$ cat config.mk
export PLATFORM = sky130hd
export DESIGN_NAME = btb_ras_param_flat
export DESIGN_NICKNAME = d
export VERILOG_FILES = /design/src/rtl/btb_ras_param_if.sv /design/src/rtl/btb_ras_param.sv /design/src/flat_wrapper.sv
export SDC_FILE = /design/constraint.sdc
export NUM_CORES = 2
export LEC_CHECK = 0
export BUFFER_PORTS_ARGS = -buffer_cell sky130_fd_sc_hd__buf_2
export CELL_PAD_IN_SITES_DETAIL_PLACEMENT = 1
export CELL_PAD_IN_SITES_GLOBAL_PLACEMENT = 2
export CORE_MARGIN = 2
export CORE_UTILIZATION = 41
export CTS_BUF_LIST = sky130_fd_sc_hd__clkbuf_16
export DETAILED_ROUTE_END_ITERATION = 10
export GPL_TIMING_DRIVEN = 0
export PLACE_DENSITY = 0.83
export SETUP_SLACK_MARGIN = 0.5
export SLEW_MARGIN = 20
export SYNTH_ARGS = -nofsm -noshare
export SYNTH_HDL_FRONTEND = slang
export SYNTH_SLANG_ARGS = --single-unit
$ cat constraint.sdc
create_clock -name clk -period 6.5 [get_ports clk]
set_input_delay 0.975 -clock clk [delete_from_list [all_inputs] [get_ports clk]]
set_output_delay 0.975 -clock clk [all_outputs]
set_load 0.05 [all_outputs]
$ cat src/rtl/btb_ras_param_if.sv
// Lookup and update bundle between the fetch/decode stages and btb_ras_param.
// master = pipeline side (drives lookups and resolutions), slave = predictor.
interface btb_ras_param_if #(
  parameter int IDX_W = 5
);
  // IF-stage lookup
  logic             fetch_en;
  logic [31:0]      fetch_pc;
  logic             ret_en;
  logic             taken;
  logic [31:0]      ret_pc;
  logic [IDX_W-1:0] ret_index;
  // ID-stage resolution / update
  logic             operate_en;
  logic [31:0]      operate_pc;
  logic [IDX_W-1:0] operate_index;
  logic             pop_ras;
  logic             push_ras;
  logic             add_entry;
  logic             delete_entry;
  logic             pre_error;
  logic             pre_right;
  logic             target_error;
  logic             right_orien;
  logic [31:0]      right_target;

  modport master (
    output fetch_en, fetch_pc,
    output operate_en, operate_pc, operate_index, pop_ras, push_ras,
    output add_entry, delete_entry, pre_error, pre_right, target_error,
    output right_orien, right_target,
    input  ret_en, taken, ret_pc, ret_index
  );

  modport slave (
    input  fetch_en, fetch_pc,
    input  operate_en, operate_pc, operate_index, pop_ras, push_ras,
    input  add_entry, delete_entry, pre_error, pre_right, target_error,
    input  right_orien, right_target,
    output ret_en, taken, ret_pc, ret_index
  );
endinterface

$ cat src/rtl/btb_ras_param.sv
// Fully associative branch target buffer with 2-bit direction counters and a
// circular return address stack. Lookup is combinational on pre-edge state;
// all updates commit on the clock edge after operate_en.
// Optional macro BTB_STAT_EN adds stat_hits / stat_miss event counters.
module btb_ras_param #(
  parameter int         ENTRIES    = 32,
  parameter int         RAS_DEPTH  = 8,
  parameter logic [1:0] CNT_INIT_T = 2'b10
) (
  input  logic               clk,
  input  logic               reset,
  btb_ras_param_if.slave     bus
`ifdef BTB_STAT_EN
  ,
  output logic [31:0]        stat_hits,
  output logic [31:0]        stat_miss
`endif
);
  localparam int IDX_W = $clog2(ENTRIES);
  localparam int RAS_W = $clog2(RAS_DEPTH);
  localparam logic [RAS_W:0] RAS_FULL = (RAS_W+1)'(RAS_DEPTH);

  // BTB state: valid is control (reset), payload is data (no reset)
  logic [ENTRIES-1:0] valid_q, valid_d;
  logic [ENTRIES-1:0] isret_q, isret_d;
  logic [29:0]        tag_q [ENTRIES];
  logic [29:0]        tag_d [ENTRIES];
  logic [31:0]        tgt_q [ENTRIES];
  logic [31:0]        tgt_d [ENTRIES];
  logic [1:0]         cnt_q [ENTRIES];
  logic [1:0]         cnt_d [ENTRIES];
  logic [IDX_W-1:0]   rr_ptr_q, rr_ptr_d;

  // RAS state: top points at the next free slot, cnt counts live slots
  logic [31:0]        ras_q [RAS_DEPTH];
  logic [31:0]        ras_d [RAS_DEPTH];
  logic [RAS_W-1:0]   ras_top_q, ras_top_d;
  logic [RAS_W:0]     ras_cnt_q, ras_cnt_d;
  logic [RAS_W-1:0]   ras_top_m1;

  logic               hit;
  logic [IDX_W-1:0]   hit_idx;
  logic               op_hit;
  logic [IDX_W-1:0]   op_hit_idx;
  logic               free_found;
  logic [IDX_W-1:0]   free_idx;
  logic [IDX_W-1:0]   alloc_idx;
  logic [IDX_W-1:0]   oi;
  logic [31:0]        push_val;
  logic               unused_pc_lsb;

  assign unused_pc_lsb = ^bus.fetch_pc[1:0];
  assign oi            = bus.operate_index;
  assign ras_top_m1    = ras_top_q - RAS_W'(1);
  assign push_val      = bus.operate_pc + 32'd4;

  // Saturating one-step move of a 2-bit counter toward a direction
  function automatic logic [1:0] sat_step(input logic [1:0] c, input logic up);
    if (up) return (c == 2'b11) ? c : c + 2'b01;
    return (c == 2'b00) ? c : c - 2'b01;
  endfunction

  // Fetch-side tag match, lowest matching index wins
  always_comb begin
    hit     = 1'b0;
    hit_idx = '0;
    for (int i = 0; i < ENTRIES; i++) begin
      if (!hit && valid_q[i] && (tag_q[i] == bus.fetch_pc[31:2])) begin
        hit     = 1'b1;
        hit_idx = IDX_W'(i);
      end
    end
  end

  // Prediction outputs: counter/target for normal entries, RAS top for returns
  always_comb begin
    bus.ret_en    = 1'b0;
    bus.taken     = 1'b0;
    bus.ret_pc    = '0;
    bus.ret_index = '0;
    if (bus.fetch_en && hit) begin
      bus.ret_en    = 1'b1;
      bus.ret_index = hit_idx;
      if (isret_q[hit_idx]) begin
        bus.taken  = (ras_cnt_q != '0);
        bus.ret_pc = (ras_cnt_q != '0) ? ras_q[ras_top_m1] : 32'd0;
      end else begin
        bus.taken  = cnt_q[hit_idx][1];
        bus.ret_pc = tgt_q[hit_idx];
      end
    end
  end

  // Allocation search: existing entry for operate_pc, else lowest free slot
  always_comb begin
    op_hit     = 1'b0;
    op_hit_idx = '0;
    free_found = 1'b0;
    free_idx   = '0;
    for (int i = 0; i < ENTRIES; i++) begin
      if (!op_hit && valid_q[i] && (tag_q[i] == bus.operate_pc[31:2])) begin
        op_hit     = 1'b1;
        op_hit_idx = IDX_W'(i);
      end
      if (!free_found && !valid_q[i]) begin
        free_found = 1'b1;
        free_idx   = IDX_W'(i);
      end
    end
    alloc_idx = rr_ptr_q;
    if (op_hit)          alloc_idx = op_hit_idx;
    else if (free_found) alloc_idx = free_idx;
  end

  // BTB next state: per-entry updates, then allocation, delete has final say
  always_comb begin
    valid_d  = valid_q;
    isret_d  = isret_q;
    tag_d    = tag_q;
    tgt_d    = tgt_q;
    cnt_d    = cnt_q;
    rr_ptr_d = rr_ptr_q;
    if (bus.operate_en) begin
      if (valid_q[oi]) begin
        if (bus.pre_error)      cnt_d[oi] = sat_step(cnt_q[oi], bus.right_orien);
        else if (bus.pre_right) cnt_d[oi] = sat_step(cnt_q[oi], cnt_q[oi][1]);
        if (bus.target_error)   tgt_d[oi] = bus.right_target;
      end
      if (bus.add_entry && !bus.delete_entry) begin
        valid_d[alloc_idx] = 1'b1;
        isret_d[alloc_idx] = bus.pop_ras;
        tag_d[alloc_idx]   = bus.operate_pc[31:2];
        tgt_d[alloc_idx]   = bus.right_target;
        cnt_d[alloc_idx]   = bus.right_orien ? CNT_INIT_T : 2'b01;
        if (!op_hit && !free_found) rr_ptr_d = rr_ptr_q + IDX_W'(1);
      end
      if (bus.delete_entry) valid_d[oi] = 1'b0;
    end
  end

  // RAS next state: push, pop, or replace-top when both are requested
  always_comb begin
    ras_d     = ras_q;
    ras_top_d = ras_top_q;
    ras_cnt_d = ras_cnt_q;
    if (bus.operate_en) begin
      if (bus.push_ras && bus.pop_ras) begin
        ras_d[ras_top_m1] = push_val;
        if (ras_cnt_q == '0) ras_cnt_d = (RAS_W+1)'(1);
      end else if (bus.push_ras) begin
        ras_d[ras_top_q] = push_val;
        ras_top_d        = ras_top_q + RAS_W'(1);
        if (ras_cnt_q != RAS_FULL) ras_cnt_d = ras_cnt_q + (RAS_W+1)'(1);
      end else if (bus.pop_ras && (ras_cnt_q != '0)) begin
        ras_top_d = ras_top_m1;
        ras_cnt_d = ras_cnt_q - (RAS_W+1)'(1);
      end
    end
  end

  // Control registers with synchronous reset
  always_ff @(posedge clk) begin
    if (reset) begin
      valid_q   <= '0;
      rr_ptr_q  <= '0;
      ras_top_q <= '0;
      ras_cnt_q <= '0;
    end else begin
      valid_q   <= valid_d;
      rr_ptr_q  <= rr_ptr_d;
      ras_top_q <= ras_top_d;
      ras_cnt_q <= ras_cnt_d;
    end
  end

  // Payload registers, meaningful only behind a valid bit or live RAS slot
  always_ff @(posedge clk) begin
    isret_q <= isret_d;
    tag_q   <= tag_d;
    tgt_q   <= tgt_d;
    cnt_q   <= cnt_d;
    ras_q   <= ras_d;
  end

`ifdef BTB_STAT_EN
  logic [31:0] stat_hits_q, stat_miss_q;

  // Free-running hit and misprediction event counters
  always_ff @(posedge clk) begin
    if (reset) begin
      stat_hits_q <= '0;
      stat_miss_q <= '0;
    end else begin
      if (bus.fetch_en && bus.ret_en) stat_hits_q <= stat_hits_q + 32'd1;
      if (bus.operate_en && (bus.pre_error || bus.target_error))
        stat_miss_q <= stat_miss_q + 32'd1;
    end
  end

  assign stat_hits = stat_hits_q;
  assign stat_miss = stat_miss_q;
`endif

endmodule
$ cat src/flat_wrapper.sv
// flat-port wrapper written by rule: the top's interface ports become plain ports
module btb_ras_param_flat 
#(
  parameter int         ENTRIES    = 32,
  parameter int         RAS_DEPTH  = 8,
  parameter logic [1:0] CNT_INIT_T = 2'b10
)
  (clk, reset, bus_fetch_en, bus_fetch_pc, bus_operate_en, bus_operate_pc, bus_operate_index, bus_pop_ras, bus_push_ras, bus_add_entry, bus_delete_entry, bus_pre_error, bus_pre_right, bus_target_error, bus_right_orien, bus_right_target, bus_ret_en, bus_taken, bus_ret_pc, bus_ret_index);
  btb_ras_param_if bus_i ();
  input  logic clk;
  input  logic reset;
  input wire logic [$bits(bus_i.fetch_en)-1:0] bus_fetch_en;
  input wire logic [$bits(bus_i.fetch_pc)-1:0] bus_fetch_pc;
  input wire logic [$bits(bus_i.operate_en)-1:0] bus_operate_en;
  input wire logic [$bits(bus_i.operate_pc)-1:0] bus_operate_pc;
  input wire logic [$bits(bus_i.operate_index)-1:0] bus_operate_index;
  input wire logic [$bits(bus_i.pop_ras)-1:0] bus_pop_ras;
  input wire logic [$bits(bus_i.push_ras)-1:0] bus_push_ras;
  input wire logic [$bits(bus_i.add_entry)-1:0] bus_add_entry;
  input wire logic [$bits(bus_i.delete_entry)-1:0] bus_delete_entry;
  input wire logic [$bits(bus_i.pre_error)-1:0] bus_pre_error;
  input wire logic [$bits(bus_i.pre_right)-1:0] bus_pre_right;
  input wire logic [$bits(bus_i.target_error)-1:0] bus_target_error;
  input wire logic [$bits(bus_i.right_orien)-1:0] bus_right_orien;
  input wire logic [$bits(bus_i.right_target)-1:0] bus_right_target;
  output wire logic [$bits(bus_i.ret_en)-1:0] bus_ret_en;
  output wire logic [$bits(bus_i.taken)-1:0] bus_taken;
  output wire logic [$bits(bus_i.ret_pc)-1:0] bus_ret_pc;
  output wire logic [$bits(bus_i.ret_index)-1:0] bus_ret_index;
  assign bus_i.fetch_en = bus_fetch_en;
  assign bus_i.fetch_pc = bus_fetch_pc;
  assign bus_i.operate_en = bus_operate_en;
  assign bus_i.operate_pc = bus_operate_pc;
  assign bus_i.operate_index = bus_operate_index;
  assign bus_i.pop_ras = bus_pop_ras;
  assign bus_i.push_ras = bus_push_ras;
  assign bus_i.add_entry = bus_add_entry;
  assign bus_i.delete_entry = bus_delete_entry;
  assign bus_i.pre_error = bus_pre_error;
  assign bus_i.pre_right = bus_pre_right;
  assign bus_i.target_error = bus_target_error;
  assign bus_i.right_orien = bus_right_orien;
  assign bus_i.right_target = bus_right_target;
  assign bus_ret_en = bus_i.ret_en;
  assign bus_taken = bus_i.taken;
  assign bus_ret_pc = bus_i.ret_pc;
  assign bus_ret_index = bus_i.ret_index;
  btb_ras_param #(.ENTRIES(ENTRIES), .RAS_DEPTH(RAS_DEPTH), .CNT_INIT_T(CNT_INIT_T)) u_core (.clk(clk), .reset(reset), .bus(bus_i));
endmodule
==> flow_metrics.tcl <==
set metrics [dict create \
    cp-start-kind "flip-flop" \
    finalCriticalPeriod_ps 7391 \
    gp_congestion 1.004 \
    crit_slowest_cell "nand4_1" \
    drtIter0Drc 16720 \
    fmaxAchievable_ghz 0.1353 \
    cts-root-buf "clkbuf_16" \
    p_clk_share_pct 42.7 \
    grt_pass1_vias 101900 \
    coreArea_um2 311600 \
    p_leak_nw 52.65 \
    yosys.area.top_type "edfxtp_1" \
    drive_gt1_share_pct 28.13 \
    io_buffer_count 117 \
    synth_top_area_share_pct 54.70 \
    whs_ps 416.9 \
    cts_tree "done" \
    cp_max_fo 10 \
    yosys-top-cells-area "edfxtp_1, xnor2_1, mux2_2, nand4_1, mux2_1" \
    synth_async_sr_flop_share_pct 0 \
    grt_setup_unrepaired "yes" \
    ys_warn_count 0 \
    hold_violations 0 \
    critPathRequiredTime_ps 5520 \
    cts_inserted_buffers 283 \
    synth_top_flop_cell "edfxtp_1" \
    vdd_drop_max_mv 0.2761 \
    synth_top_family_by_area "XOR/XNOR gates" \
    p_sw_mw 10.10 \
    power_mw 38.33 \
    rr_endpoint "u_core.tgt_q[785]$_DFFE_PP_" \
    dr.pass1.iters 6 \
    ys_ff_latch 2380 \
    status "finished, violations left" \
    worstHoldEndpoint "u_core.tag_q[295]$_DFFE_PP_" \
    pwr-share-comb_pct 11.4 \
    wl_um 639800 \
    grt-ovfl-total 0 \
    yosys.area_share.simple_pct 9.410 \
    violations "setup timing" \
    syn_to_final_growth_pct 24.45 \
    final_core_util_pct 51.21 \
    finalSetupViolCount 33 \
    dr_total_vias 102400 \
    synthesis.nets 10110 \
    h-tree-depth 5 \
    finalClockSkew_ps 66.36 \
    postRouteAntennaNets 0 \
    grt_pass1_wl_um 850800 \
    endpoint_kind "primary output" \
    postSynthCellCount 9987 \
    die_w_um 563.3 \
    min_from "bus_operate_pc[27]" \
    setup_ws_ps -891.1 \
    synth_xor_xnor_area_share_pct 13.35 \
    p_sw_share_pct 26.35 \
    synth_edf_count 2336 \
    dp_hpwl_um 425000 \
    relSlewSlack_pct 17.62 \
    routedWlPerCell_um 41.70 \
    grt_max_degree 147 \
    synthMuxAreaShare_pct 11.42 \
    hold_depth 1 \
    power_density_nw_per_um2 240.2 \
    worstSetupPathType "reg2out" \
    finalCritPeriodShare_pct 113.7 \
    synth-adder-area-share_pct 0.08196 \
    worst_pin_slew_ps 1231 \
    via_per_inst 6.677 \
    clk-insertion-delay-late_ps 950 \
    grt_use_total_pct 38.85 \
    pin_count 152 \
    synth_area_um2 128200 \
    cts_buffer_depth 4 \
    start_util_pct 41.15 \
    fin_nets 11060 \
    drv_cap 0 \
    cpMostUsedCell "nand4_1" \
    path_clk_slew_ps 60 \
    drcViolationCount 0 \
    synth_cell_types 112 \
    p_seq_share_pct 45.9 \
    regToRegStartpoint "u_core.valid_q[19]$_SDFFE_PP0P_" \
    synth_compound_area_share_pct 6.769 \
    slew_violations 0 \
    intPower_mw 28.23 \
    cts.sinks 2380 \
    antenna_found_initial 61 \
    num_rows 205 \
    worstPathArrival_ps 6420 \
    cp_slowest_stage_delay_ps 640 \
    rrSetupSlack_ps 510 \
    dpl_cell_area_um2 137100 \
    place_ws_ps -3756 \
    r2r_cells 18 \
    worstPathCellList "xnor2_2 -> nand4_1 -> nor4_4 -> nand2_2 -> nand4_1 -> nor2_4 -> or4b_4 -> and3_4 -> clkbuf_16 -> buf_8 -> a311oi_1 -> a32o_1 -> nor3_1 -> o22a_1 -> nand4_1 -> mux2i_4 -> buf_6" \
    synth_area_per_cell_um2 12.84 \
    die_h_um 563.3 \
    ys_seq_area_share_pct 55.39 \
    fin_area_um2 159600 \
    hold_path_class "in2reg" \
    dieArea_um2 317300 \
]
## kinds of logic after synthesis
kind of cell,count (synthesis)
buffers and inverters,828
and+or+nand+nor,2262
xor gates and xnor gates,1948
AOI/OAI and AO/OA,1258
muxes,1303
adders and majority gates,8
DFF,2380
## repair_timing
| action | in CTS | in global routing |
|---|---|---|
| hold buffers | 0 | 0 |
| setup buffers | 280 | 142 |
| endpoints found under the setup margin | 2152 | 1041 |
| endpoints found under the hold margin | 0 | 0 |
| cloned | 14 | 10 |
| resized for setup | 1296 | 603 |
| pin swaps | 104 | 136 |
## sequential cells by signal, indices dropped and copies added (netlist names)
name,cells
u_core.tgt_q,1024
u_core.tag_q,960
u_core.ras_q,256
u_core.cnt_q,64
u_core.isret_q,32
u_core.valid_q,32
u_core.rr_ptr_q,5
u_core.ras_cnt_q,4
u_core.ras_top_q,3
## critical path: cells and delay by family (launching register included)
family / cells / cell delay, ps
XOR/XNOR: 1 / 290
AO/OA/AOI/OAI: 3 / 590
multiplexers: 1 / 570
flip-flops: 1 / 480
AND/OR/NAND/NOR: 9 / 2910
buffers and inverters: 3 / 610
## area by class of cell
type	count	area, µm²
Antenna cell	36	90.09
Buffer	767	7926
Clock buffer	293	7332
Clock inverter	214	1815
Fill cell	30770	152100
Inverter	60	240.2
Multi-Input combinational cell	6779	57640
Sequential cell	2380	71040
Tap cell	4140	5180
Timing Repair Buffer	672	8314
## metrics by stage
stage	instances	TNS, ps
2_1_floorplan	9987	-42140
3_3_place_gp	14240	-
3_5_place_dp	14350	-5228380
4_1_cts	15150	-20770
5_1_grt	15310	-20150
6_report	15340	-21250
## synth_stat cells (66+ instances only)
library cell / instances
edfxtp_1: 2336
xnor2_1: 1689
mux2_2: 788
nand4_1: 636
nand2_1: 529
nor2_1: 389
a21oi_1: 342
clkbuf_1: 323
a221oi_1: 265
xor2_1: 252
mux2i_1: 250
mux2_1: 239
buf_2: 221
nor4_1: 214
nand3_1: 125
o21ai_0: 115
a31oi_1: 102
buf_6: 94
buf_4: 89
o22ai_1: 81
and2_1: 66
## worst max path at each step
stage	from	end	cells after the start	slack [ps]
2_1_floorplan	bus_operate_pc[6]	u_core.isret_q[14]$_DFFE_PP_	14	-360
3_3_place_gp	bus_operate_en	u_core.tag_q[523]$_DFFE_PP_	3	-20780
3_5_place_dp	bus_fetch_pc[4]	bus_ret_pc[27]	21	-3760
4_1_cts	u_core.tag_q[885]$_DFFE_PP_	bus_ret_pc[30]	17	-700
5_1_grt	bus_fetch_pc[29]	bus_ret_pc[30]	23	-810
6_report	u_core.tag_q[837]$_DFFE_PP_	bus_ret_pc[30]	17	-890
## power groups by stage
stage          Combinational [mW]  Clock (mW)  Sequential, mW
3_3_place_gp                 3.34           0            18.1
4_1_cts                      3.99        16.3            17.6
6_report                     4.36        16.4            17.6
2_1_floorplan                1.82           0            17.8
3_5_place_dp                 3.52           0            17.9
5_1_grt                      4.36        16.8            17.6
## metal layers
layer / vias to the layer above / share of wire (%) / track usage, %
met5: - / 0.013 / 0
met4: 12 / 9.1 / 29.29
met3: 2204 / 12 / 10.52
met2: 7556 / 44 / 58.77
met1: 52680 / 36 / 47.41
li1: 39980 / - / -
## layout by cell type (no fill, tap or decap), drive strengths merged, types with 20 or more instances in the layout
cell     count
nand3      126
a211oi      47
a31oi      102
nand2      531
buf       1106
dfxtp       44
nor4       224
and3        37
or3         35
a21oi      342
or4         24
mux2      1028
mux2i      250
o22ai       81
o21ai      117
o221ai      23
a221oi     265
o2111ai     34
and2        67
xnor2     1696
diode       36
a311oi      56
nor2       392
a22oi       35
nand2b      22
edfxtp    2336
clkbuf     613
nor2b       42
nor4b       20
mux4        25
bufinv      29
xor2       252
nor3        33
o21a        48
nand4      640
a21boi      37
clkinv     106
inv        127
No activity file was read; power rests on OpenSTA's default activity.
